--- src/rtl/fuserisc_wb_pkg.sv ---
`default_nettype none
// +--------------------------------------------------------------------------+
// | Package : fuserisc_wb_pkg                                                |
// | Purpose : Shared Wishbone definitions for the FuseRISC core-side bus     |
// |           bridges: bus widths, default hung-bus timeout, FSM states.     |
// | Ports   : none (package)                                                 |
// | Rev     : 1.0  initial release                                           |
// +--------------------------------------------------------------------------+
package fuserisc_wb_pkg;

  localparam int WB_SEL_W        = 4;
  localparam int WB_DAT_W        = 32;
  localparam int DEFAULT_TIMEOUT = 255;

  typedef enum logic [1:0] {
    IDLE = 2'd0,
    BUS  = 2'd1,
    RESP = 2'd2
  } wb_state_e;

endpackage
`default_nettype wire

--- src/rtl/core_to_wb_master_if.sv ---
`default_nettype none
// +--------------------------------------------------------------------------+
// | Interface : core_to_wb_master_if                                         |
// | Purpose   : Groups the core data port (req/gnt/rvalid) and the classic   |
// |             Wishbone B4 master signals of the core-to-Wishbone bridge.   |
// | Modports  : master - the bridge side (drives gnt/rvalid/rdata/err and    |
// |                      all wbm_* outputs, samples core requests + slave)   |
// |             slave  - the surrounding core + Wishbone slave side          |
// | Rev       : 1.0  initial release                                         |
// +--------------------------------------------------------------------------+
interface core_to_wb_master_if
  import fuserisc_wb_pkg::*;
#(
  parameter int ADDR_W = 32
) ();

  // Core data port
  logic                core_data_req_i;
  logic                core_data_gnt_o;
  logic [ADDR_W-1:0]   core_data_addr_i;
  logic                core_data_we_i;
  logic [WB_SEL_W-1:0] core_data_be_i;
  logic [WB_DAT_W-1:0] core_data_wdata_i;
  logic                core_data_rvalid_o;
  logic [WB_DAT_W-1:0] core_data_rdata_o;
  logic                core_data_err_o;

  // Wishbone master port
  logic                wbm_cyc_o;
  logic                wbm_stb_o;
  logic                wbm_we_o;
  logic [WB_SEL_W-1:0] wbm_sel_o;
  logic [ADDR_W-1:0]   wbm_adr_o;
  logic [WB_DAT_W-1:0] wbm_dat_o;
  logic [WB_DAT_W-1:0] wbm_dat_i;
  logic                wbm_ack_i;
  logic                wbm_err_i;

  modport master (
    input  core_data_req_i, core_data_addr_i, core_data_we_i,
           core_data_be_i, core_data_wdata_i,
    output core_data_gnt_o, core_data_rvalid_o, core_data_rdata_o,
           core_data_err_o,
    output wbm_cyc_o, wbm_stb_o, wbm_we_o, wbm_sel_o, wbm_adr_o, wbm_dat_o,
    input  wbm_dat_i, wbm_ack_i, wbm_err_i
  );

  modport slave (
    output core_data_req_i, core_data_addr_i, core_data_we_i,
           core_data_be_i, core_data_wdata_i,
    input  core_data_gnt_o, core_data_rvalid_o, core_data_rdata_o,
           core_data_err_o,
    input  wbm_cyc_o, wbm_stb_o, wbm_we_o, wbm_sel_o, wbm_adr_o, wbm_dat_o,
    output wbm_dat_i, wbm_ack_i, wbm_err_i
  );

endinterface
`default_nettype wire

--- src/rtl/core_to_wb_master.sv ---
`default_nettype none
// +--------------------------------------------------------------------------+
// | Module  : core_to_wb_master                                              |
// | Purpose : Bridges the core data port (req/gnt/rvalid) onto a classic     |
// |           Wishbone B4 master. One outstanding single-beat transfer with  |
// |           byte enables; an unanswered strobe is terminated with an       |
// |           error after TIMEOUT cycles so a hung slave cannot stall core.  |
// | Ports   : wb_clk_i  - clock for all logic                                |
// |           wb_rst_i  - reset, asynchronous assert, active-high            |
// |           bus       - core_to_wb_master_if.master (core + Wishbone)      |
// | Rev     : 1.0  initial release                                           |
// +--------------------------------------------------------------------------+
module core_to_wb_master
  import fuserisc_wb_pkg::*;
#(
  parameter int ADDR_W  = 32,
  parameter int TIMEOUT = DEFAULT_TIMEOUT,
  parameter int TO_W    = 8
) (
  input logic                 wb_clk_i,
  input logic                 wb_rst_i,
  core_to_wb_master_if.master bus
);

  localparam logic [1:0]      c_IDLE    = IDLE;
  localparam logic [1:0]      c_BUS     = BUS;
  localparam logic [1:0]      c_RESP    = RESP;
  localparam logic [TO_W-1:0] c_TO_LAST = TO_W'(TIMEOUT - 1);
  localparam logic [TO_W-1:0] c_TO_MAX  = {TO_W{1'b1}};

  logic [1:0]          r_rst_sync;
  logic                w_rst;
  logic [1:0]          r_state;
  logic [ADDR_W-1:0]   r_adr;
  logic                r_we;
  logic [WB_SEL_W-1:0] r_sel;
  logic [WB_DAT_W-1:0] r_wdat;
  logic [WB_DAT_W-1:0] r_rdata;
  logic                r_err;
  logic [TO_W-1:0]     r_to_cnt;
  logic                w_cyc;
  logic                w_rvalid;
  logic                w_timeout;

  // Reset asserts immediately; release is re-timed to wb_clk_i so the FSM
  // never leaves reset on an arbitrary edge.
  always_ff @(posedge wb_clk_i or posedge wb_rst_i) begin
    if (wb_rst_i) begin
      r_rst_sync <= 2'b11;
    end else begin
      r_rst_sync <= {r_rst_sync[0], 1'b0};
    end
  end

  assign w_rst     = r_rst_sync[1];
  assign w_cyc     = (r_state == c_BUS);
  assign w_rvalid  = (r_state == c_RESP);
  // Counter holds the number of strobe cycles already completed, so this
  // fires on the TIMEOUT-th strobe cycle.
  assign w_timeout = (r_to_cnt == c_TO_LAST);

  always_ff @(posedge wb_clk_i or posedge w_rst) begin
    if (w_rst) begin
      r_state  <= c_IDLE;
      r_adr    <= '0;
      r_we     <= 1'b0;
      r_sel    <= '0;
      r_wdat   <= '0;
      r_rdata  <= '0;
      r_err    <= 1'b0;
      r_to_cnt <= '0;
    end else begin
      case (r_state)
        c_IDLE: begin
          if (bus.core_data_req_i) begin
            r_adr    <= bus.core_data_addr_i;
            r_we     <= bus.core_data_we_i;
            r_sel    <= bus.core_data_be_i;
            r_wdat   <= bus.core_data_wdata_i;
            r_to_cnt <= '0;
            r_state  <= c_BUS;
          end
        end
        c_BUS: begin
          if (r_to_cnt != c_TO_MAX) begin
            r_to_cnt <= r_to_cnt + 1'b1;
          end
          // Priority: slave error, then ack, then our own timeout.
          if (bus.wbm_err_i) begin
            r_rdata <= '0;
            r_err   <= 1'b1;
            r_state <= c_RESP;
          end else if (bus.wbm_ack_i) begin
            r_rdata <= r_we ? '0 : bus.wbm_dat_i;
            r_err   <= 1'b0;
            r_state <= c_RESP;
          end else if (w_timeout) begin
            r_rdata <= '0;
            r_err   <= 1'b1;
            r_state <= c_RESP;
          end
        end
        c_RESP: begin
          r_to_cnt <= '0;
          r_state  <= c_IDLE;
        end
        default: begin
          r_state <= c_IDLE;
        end
      endcase
    end
  end

  // Grant is only possible while idle and out of reset.
  assign bus.core_data_gnt_o    = (r_state == c_IDLE) & bus.core_data_req_i & ~w_rst;
  assign bus.core_data_rvalid_o = w_rvalid;
  assign bus.core_data_rdata_o  = w_rvalid ? r_rdata : '0;
  assign bus.core_data_err_o    = w_rvalid & r_err;

  // Wishbone outputs are forced to zero outside a cycle.
  assign bus.wbm_cyc_o = w_cyc;
  assign bus.wbm_stb_o = w_cyc;
  assign bus.wbm_we_o  = w_cyc & r_we;
  assign bus.wbm_sel_o = w_cyc ? r_sel  : '0;
  assign bus.wbm_adr_o = w_cyc ? r_adr  : '0;
  assign bus.wbm_dat_o = w_cyc ? r_wdat : '0;

endmodule
`default_nettype wire

--- src/flat_wrapper.sv ---
// flat-port wrapper written by rule: the top's interface ports become plain ports
module core_to_wb_master_flat import fuserisc_wb_pkg::*;
#(
  parameter int ADDR_W  = 32,
  parameter int TIMEOUT = DEFAULT_TIMEOUT,
  parameter int TO_W    = 8
)
  (wb_clk_i, wb_rst_i, bus_core_data_req_i, bus_core_data_addr_i, bus_core_data_we_i, bus_core_data_be_i, bus_core_data_wdata_i, bus_core_data_gnt_o, bus_core_data_rvalid_o, bus_core_data_rdata_o, bus_core_data_err_o, bus_wbm_cyc_o, bus_wbm_stb_o, bus_wbm_we_o, bus_wbm_sel_o, bus_wbm_adr_o, bus_wbm_dat_o, bus_wbm_dat_i, bus_wbm_ack_i, bus_wbm_err_i);
  core_to_wb_master_if #(.ADDR_W(ADDR_W)) bus_i ();
  input logic wb_clk_i;
  input logic wb_rst_i;
  input wire logic [$bits(bus_i.core_data_req_i)-1:0] bus_core_data_req_i;
  input wire logic [$bits(bus_i.core_data_addr_i)-1:0] bus_core_data_addr_i;
  input wire logic [$bits(bus_i.core_data_we_i)-1:0] bus_core_data_we_i;
  input wire logic [$bits(bus_i.core_data_be_i)-1:0] bus_core_data_be_i;
  input wire logic [$bits(bus_i.core_data_wdata_i)-1:0] bus_core_data_wdata_i;
  output wire logic [$bits(bus_i.core_data_gnt_o)-1:0] bus_core_data_gnt_o;
  output wire logic [$bits(bus_i.core_data_rvalid_o)-1:0] bus_core_data_rvalid_o;
  output wire logic [$bits(bus_i.core_data_rdata_o)-1:0] bus_core_data_rdata_o;
  output wire logic [$bits(bus_i.core_data_err_o)-1:0] bus_core_data_err_o;
  output wire logic [$bits(bus_i.wbm_cyc_o)-1:0] bus_wbm_cyc_o;
  output wire logic [$bits(bus_i.wbm_stb_o)-1:0] bus_wbm_stb_o;
  output wire logic [$bits(bus_i.wbm_we_o)-1:0] bus_wbm_we_o;
  output wire logic [$bits(bus_i.wbm_sel_o)-1:0] bus_wbm_sel_o;
  output wire logic [$bits(bus_i.wbm_adr_o)-1:0] bus_wbm_adr_o;
  output wire logic [$bits(bus_i.wbm_dat_o)-1:0] bus_wbm_dat_o;
  input wire logic [$bits(bus_i.wbm_dat_i)-1:0] bus_wbm_dat_i;
  input wire logic [$bits(bus_i.wbm_ack_i)-1:0] bus_wbm_ack_i;
  input wire logic [$bits(bus_i.wbm_err_i)-1:0] bus_wbm_err_i;
  assign bus_i.core_data_req_i = bus_core_data_req_i;
  assign bus_i.core_data_addr_i = bus_core_data_addr_i;
  assign bus_i.core_data_we_i = bus_core_data_we_i;
  assign bus_i.core_data_be_i = bus_core_data_be_i;
  assign bus_i.core_data_wdata_i = bus_core_data_wdata_i;
  assign bus_core_data_gnt_o = bus_i.core_data_gnt_o;
  assign bus_core_data_rvalid_o = bus_i.core_data_rvalid_o;
  assign bus_core_data_rdata_o = bus_i.core_data_rdata_o;
  assign bus_core_data_err_o = bus_i.core_data_err_o;
  assign bus_wbm_cyc_o = bus_i.wbm_cyc_o;
  assign bus_wbm_stb_o = bus_i.wbm_stb_o;
  assign bus_wbm_we_o = bus_i.wbm_we_o;
  assign bus_wbm_sel_o = bus_i.wbm_sel_o;
  assign bus_wbm_adr_o = bus_i.wbm_adr_o;
  assign bus_wbm_dat_o = bus_i.wbm_dat_o;
  assign bus_i.wbm_dat_i = bus_wbm_dat_i;
  assign bus_i.wbm_ack_i = bus_wbm_ack_i;
  assign bus_i.wbm_err_i = bus_wbm_err_i;
  core_to_wb_master #(.ADDR_W(ADDR_W), .TIMEOUT(TIMEOUT), .TO_W(TO_W)) u_core (.wb_clk_i(wb_clk_i), .wb_rst_i(wb_rst_i), .bus(bus_i));
endmodule
--- config.mk ---
export PLATFORM = sky130hd
export DESIGN_NAME = core_to_wb_master_flat
export DESIGN_NICKNAME = d
export VERILOG_FILES = /design/src/rtl/fuserisc_wb_pkg.sv /design/src/rtl/core_to_wb_master_if.sv /design/src/rtl/core_to_wb_master.sv /design/src/flat_wrapper.sv
export SDC_FILE = /design/constraint.sdc
export NUM_CORES = 1
export LEC_CHECK = 0
export BUFFER_PORTS_ARGS = -buffer_cell sky130_fd_sc_hd__buf_2
export CAP_MARGIN = 20
export CORE_ASPECT_RATIO = 0.7
export CORE_UTILIZATION = 50
export CTS_BUF_LIST = sky130_fd_sc_hd__clkbuf_16
export DETAILED_ROUTE_END_ITERATION = 16
export PLACE_DENSITY = 0.82
export SYNTH_ARGS = -nofsm -noshare
export SYNTH_HDL_FRONTEND = slang
export SYNTH_SLANG_ARGS = --single-unit
--- constraint.sdc ---
create_clock -name wb_clk_i -period 5.4 [get_ports wb_clk_i]
set_clock_uncertainty 0.15 [all_clocks]
set_input_delay 0.54 -clock wb_clk_i [delete_from_list [all_inputs] [get_ports wb_clk_i]]
set_output_delay 0.54 -clock wb_clk_i [all_outputs]
set_load 0.03 [all_outputs]
Word-level counts from Yosys, hierarchy flattened
Index checks and enable logic that the tools add are counted.
- word-level logic and storage cells: 48
- register bits after elaboration: 114
- muxes and demuxes: 19
- reductions and logical operators: 7
- bitwise operators: 5
- eq/ne operators: 7
- add/subtract/negate cells: 1
- operators with widths (cell ; number):
    32-bit two-way mux ; 7
    8-bit one-hot mux with 3 select lines ; 1
    8-bit two-way mux ; 2
    8-bit by 1-bit adder with 8-bit output (second input constant) ; 1
    8-bit equality test (second input constant) ; 1
    2-bit two-way mux ; 4
    8-bit != test (second input constant) ; 1
    2-bit AND reduction ; 3
    3-bit nonzero test ; 2
    1-bit bitwise AND ; 4
    4-bit two-way mux ; 1
    2-bit != test (second input constant) ; 2
    4-bit != test (second input constant) ; 1
    2-bit one-hot mux with 2 select lines ; 1
    1-bit two-way mux ; 3
    3-bit AND reduction ; 1
    2-bit by 1-bit equality test with 1-bit output (second input constant) ; 1
    2-bit equality test (second input constant) ; 1
    2-bit zero test ; 1
    1-bit inverter ; 1

Logic depth before layout (Yosys ltp)
- word-level depth: 5
- mapped depth: 6
- gate-level depth less buffers: 6

Least setup slack after synthesis
No wires, ideal clock.
- kind: flip-flop to output port
- start: register u_core.r_state[1]
- end: output port bus_wbm_adr_o[25]
- slack: 3116 ps
- buffers on the path: 1
- cell stages (with the launch flop): 5
- data arrival time: 1594 ps
- cells stage by stage: dfrtp_1 > nand2b_2 > inv_1 > clkbuf_1 > and2_1
- word-level cells in the longest chain between the ends: 2
- ends and longest elaborated chain (element ; line ; RTL):
    start: declaration ; core_to_wb_master.sv:33 ; logic [1:0] r_state;
    start signal: assignment ; core_to_wb_master.sv:64 ; r_state <= c_IDLE;
    start signal: assignment ; core_to_wb_master.sv:81 ; r_state <= c_BUS;
    start signal: assignment ; core_to_wb_master.sv:92 ; r_state <= c_RESP;
    2-bit by 1-bit equality test with 1-bit output ; core_to_wb_master.sv:56 ; assign w_cyc = (r_state == c_BUS);
    via bus_wbm_cyc_o ; flat_wrapper.sv:21 ; output wire logic [$bits(bus_i.wbm_cyc_o)-1:0] bus_wbm_cyc_o;
    32-bit two-way mux ; core_to_wb_master.sv:125 ; assign bus.wbm_adr_o = w_cyc ? r_adr : '0;
    end: declaration ; flat_wrapper.sv:25 ; output wire logic [$bits(bus_i.wbm_adr_o)-1:0] bus_wbm_adr_o;
The timed path passes the listed nets, and every way through them passes these cells.

Final worst setup path
- start: register u_core.r_state[1]
- end: output port bus_wbm_sel_o[3]
- word-level cells in the longest chain between the ends: 2
- ends and longest elaborated chain (element ; line ; RTL):
    2-bit by 1-bit equality test with 1-bit output ; core_to_wb_master.sv:56 ;
    4-bit two-way mux ; core_to_wb_master.sv:124 ; assign bus.wbm_sel_o = w_cyc ? r_sel : '0;
    end: declaration ; flat_wrapper.sv:24 ; output wire logic [$bits(bus_i.wbm_sel_o)-1:0] bus_wbm_sel_o;
No other way between the ends.

==> flow_metrics.tcl <==
set metrics [dict create \
    status "completed" \
    rsz0062_at_grt "false" \
    grt_pass1_wl_um 18500 \
    clock_latency_ps 400 \
    cp.required_ps 4710 \
    synth_top_family_by_area "multiplexers" \
    finalHoldViolCount 0 \
    grt_pass1_vias 3855 \
    synth_mux_area_share_pct 15.9 \
    fp.dieArea_mm2 0.0106 \
    synth_area_leaders "dfrtp_1, mux2_2, and2_1" \
    critPathKind "register to output port" \
    p_per_area_mw_per_mm2 480 \
    cts_num_sinks 114 \
    clockRootBuffer "clkbuf_16" \
    ant_nets 0 \
    antenna_cells 0 \
    design_area_mm2 0.00671 \
    io_buffer_count 211 \
    syn_to_final_growth_pct 31.3 \
    cts_hold_buf 0 \
    die_w_um 123 \
    placed_cells 720 \
    crit_slowest_cell "clkinv_1" \
    post_cts_buffers 0 \
    yosysUniqueCellTypes 34 \
    multi_input_area_mm2 0.00207 \
    synth_compound_area_share_pct 8.77 \
    busiest_layer "met2" \
    start_util_pct 52.2 \
    drt-initial-drc-count 244 \
    grt_usage_pct 22.6 \
    fin_nets 719 \
    place_area_mm2 0.00620 \
    endpoint_kind "output port" \
    cp_max_fo 53 \
    synth_edf_count 0 \
    period_needed_ps 3130 \
    tritoncts "yes" \
    cp_num_cells 5 \
    synthTopCellsByCount "dfrtp_1, and2_1, mux2_2, a22o_1, buf_2" \
    grt_overflow 0 \
    yosysSeqAreaShare_pct 55.9 \
    gp_congestion 0.810 \
    vias_per_cell 5.11 \
    post-synth-top-count-cell "dfrtp_1" \
    numCtsBuffers 17 \
    yosysWarnings 0 \
    ff_latch_area_mm2 0.00286 \
    synth_top_cell_by_area "dfrtp_1" \
    r2r-start "u_core.r_state[1]$_DFFE_PP0P_" \
    critPathMaxStageDelay_ps 520 \
    relSlewSlack_pct 36.1 \
    final_cells 750 \
    peakVddDrop_uv 254 \
    setup.worst_path.start_class "register" \
    r2r_end "u_core.r_err$_DFFE_PP0P_" \
    synthArstFlopShare_pct 100 \
    dr.pass1.iters 4 \
    dp_hpwl_um 7930 \
    worst_pin_slew_ps 958 \
    startpoint "u_core.r_state[1]$_DFFE_PP0P_" \
    period_share_pct 58.0 \
    cts.path.max_buffers 2 \
    setup_viol 0 \
    yosys_most_used_dff "dfrtp_1" \
    cap_violations 0 \
    syn_area_mm2 0.00511 \
    fillers 743 \
    vias 3830 \
    synthAdderAreaFrac_pct 0.490 \
    crit_path_end "bus_wbm_sel_o[3]" \
    globalRouteMet2Util_pct 37.2 \
    drive_gt1_share_pct 50.5 \
    die_h_um 86.6 \
    post-route-util_pct 68.5 \
    wl_per_cell_um 15.4 \
    syn_nets 513 \
    synth-simple-area-share_pct 15.2 \
    drt-total-wl_um 11600 \
    io_pins 212 \
    setup_tns_ps 0 \
    cp.buffers_inverters 3 \
    path_cells "nand2b_2 -> clkinv_1 -> buf_4 -> and2_1 -> buf_2" \
    rr_worst_depth 5 \
    holdWs_ps 18.6 \
    synthXorXnorAreaFrac_pct 0 \
    path_clk_slew_ps 50 \
    power.leakage_nw 3.49 \
    worstHoldPathType "primary input to asynchronous set/reset pin" \
    path_delay_family "buffers and inverters" \
    htreeDepth 4 \
    r2r_slack_ps 3060 \
    syn-instance-count 405 \
    drc_errors 0 \
    avgSynthCellArea_um2 12.6 \
    finalMaxSlewViolations 0 \
    met1_usage_pct 28.6 \
    fp.coreArea_mm2 0.00980 \
    synth_top_area_share_pct 54.8 \
    ys_ff_latch 114 \
    grt_max_degree 70 \
    antenna_found_initial 0 \
    ctsResizeCount 0 \
    use_met3_pct 6.12 \
    row_count 30 \
    worstPathArrival_ps 2440 \
    max_freq_mhz 319 \
]
how the worst min path moves through the flow:
stage,from,to,depth (start not counted)
floorplan,u_core.r_rst_sync[0]$_DFF_PP1_,u_core.r_rst_sync[1]$_DFF_PP1_,0
detailed placement,u_core.r_rst_sync[0]$_DFF_PP1_,u_core.r_rst_sync[1]$_DFF_PP1_,0
finish,wb_rst_i,u_core.r_rst_sync[1]$_DFF_PP1_,2
global route,wb_rst_i,u_core.r_rst_sync[1]$_DFF_PP1_,2
global placement,u_core.r_rst_sync[0]$_DFF_PP1_,u_core.r_rst_sync[1]$_DFF_PP1_,0
CTS,wb_rst_i,u_core.r_rst_sync[1]$_DFF_PP1_,2
area by class of cell:
class / instances / share of cell area (%)
Tap cell: 128 / 2.39
Multi-Input combinational cell: 258 / 30.9
Clock buffer: 17 / 6.34
Clock inverter: 13 / 1.23
Inverter: 5 / 0.317
Timing Repair Buffer: 215 / 16.3
Sequential cell: 114 / 42.6
stage by stage:
step           total power (W)  setup WS (ps)
2_1_floorplan          0.00201           1940
3_3_place_gp           0.00223           2760
3_5_place_dp           0.00228           2650
4_1_cts                0.00326           2230
5_1_grt                0.00340           2050
6_report               0.00322           2270
state kept, by name (all words and copies together), names as in the netlist, 2 cells and up:
signal and cells:
u_core.r_adr 32, u_core.r_state 2, u_core.r_rst_sync 2, u_core.r_wdat 32, u_core.r_sel 4, u_core.r_to_cnt 8
u_core.r_rdata 32
layer usage:
layer  wire length (µm)  up-vias
li1                   -     1806
met1               5030     1882
met2               5780      130
met3                624       12
met4                134        0
met5                  0        -
placed cells by master, fill, tap and decap left out, drive strengths merged, types with 7 or more instances in the layout:
master / instances
buf: 215
dfrtp: 112
and2: 103
mux2: 69
a22o: 32
clkbuf: 17
o21ai: 11
inv: 8
clkinv: 8
nand2: 7
nor2: 7
power breakdown:
part | leakage, nW | total, W | switching, W | internal (W)
Sequential | 1.41 | 0.00127 | 0.000155 | 0.00112
Clock | 0.263 | 0.000956 | 0.000348 | 0.000608
Combinational | 1.82 | 0.000990 | 0.000563 | 0.000427
Total | 3.49 | 0.00322 | 0.00107 | 0.00215
cells by family after synthesis:
kind of cell | Yosys count
buf+inv | 33
flops | 114
mux | 69
other cells | 1
simple gates | 129
fa+ha+maj | 2
compound gates | 57
No activity file was read; power rests on OpenSTA's default activity.
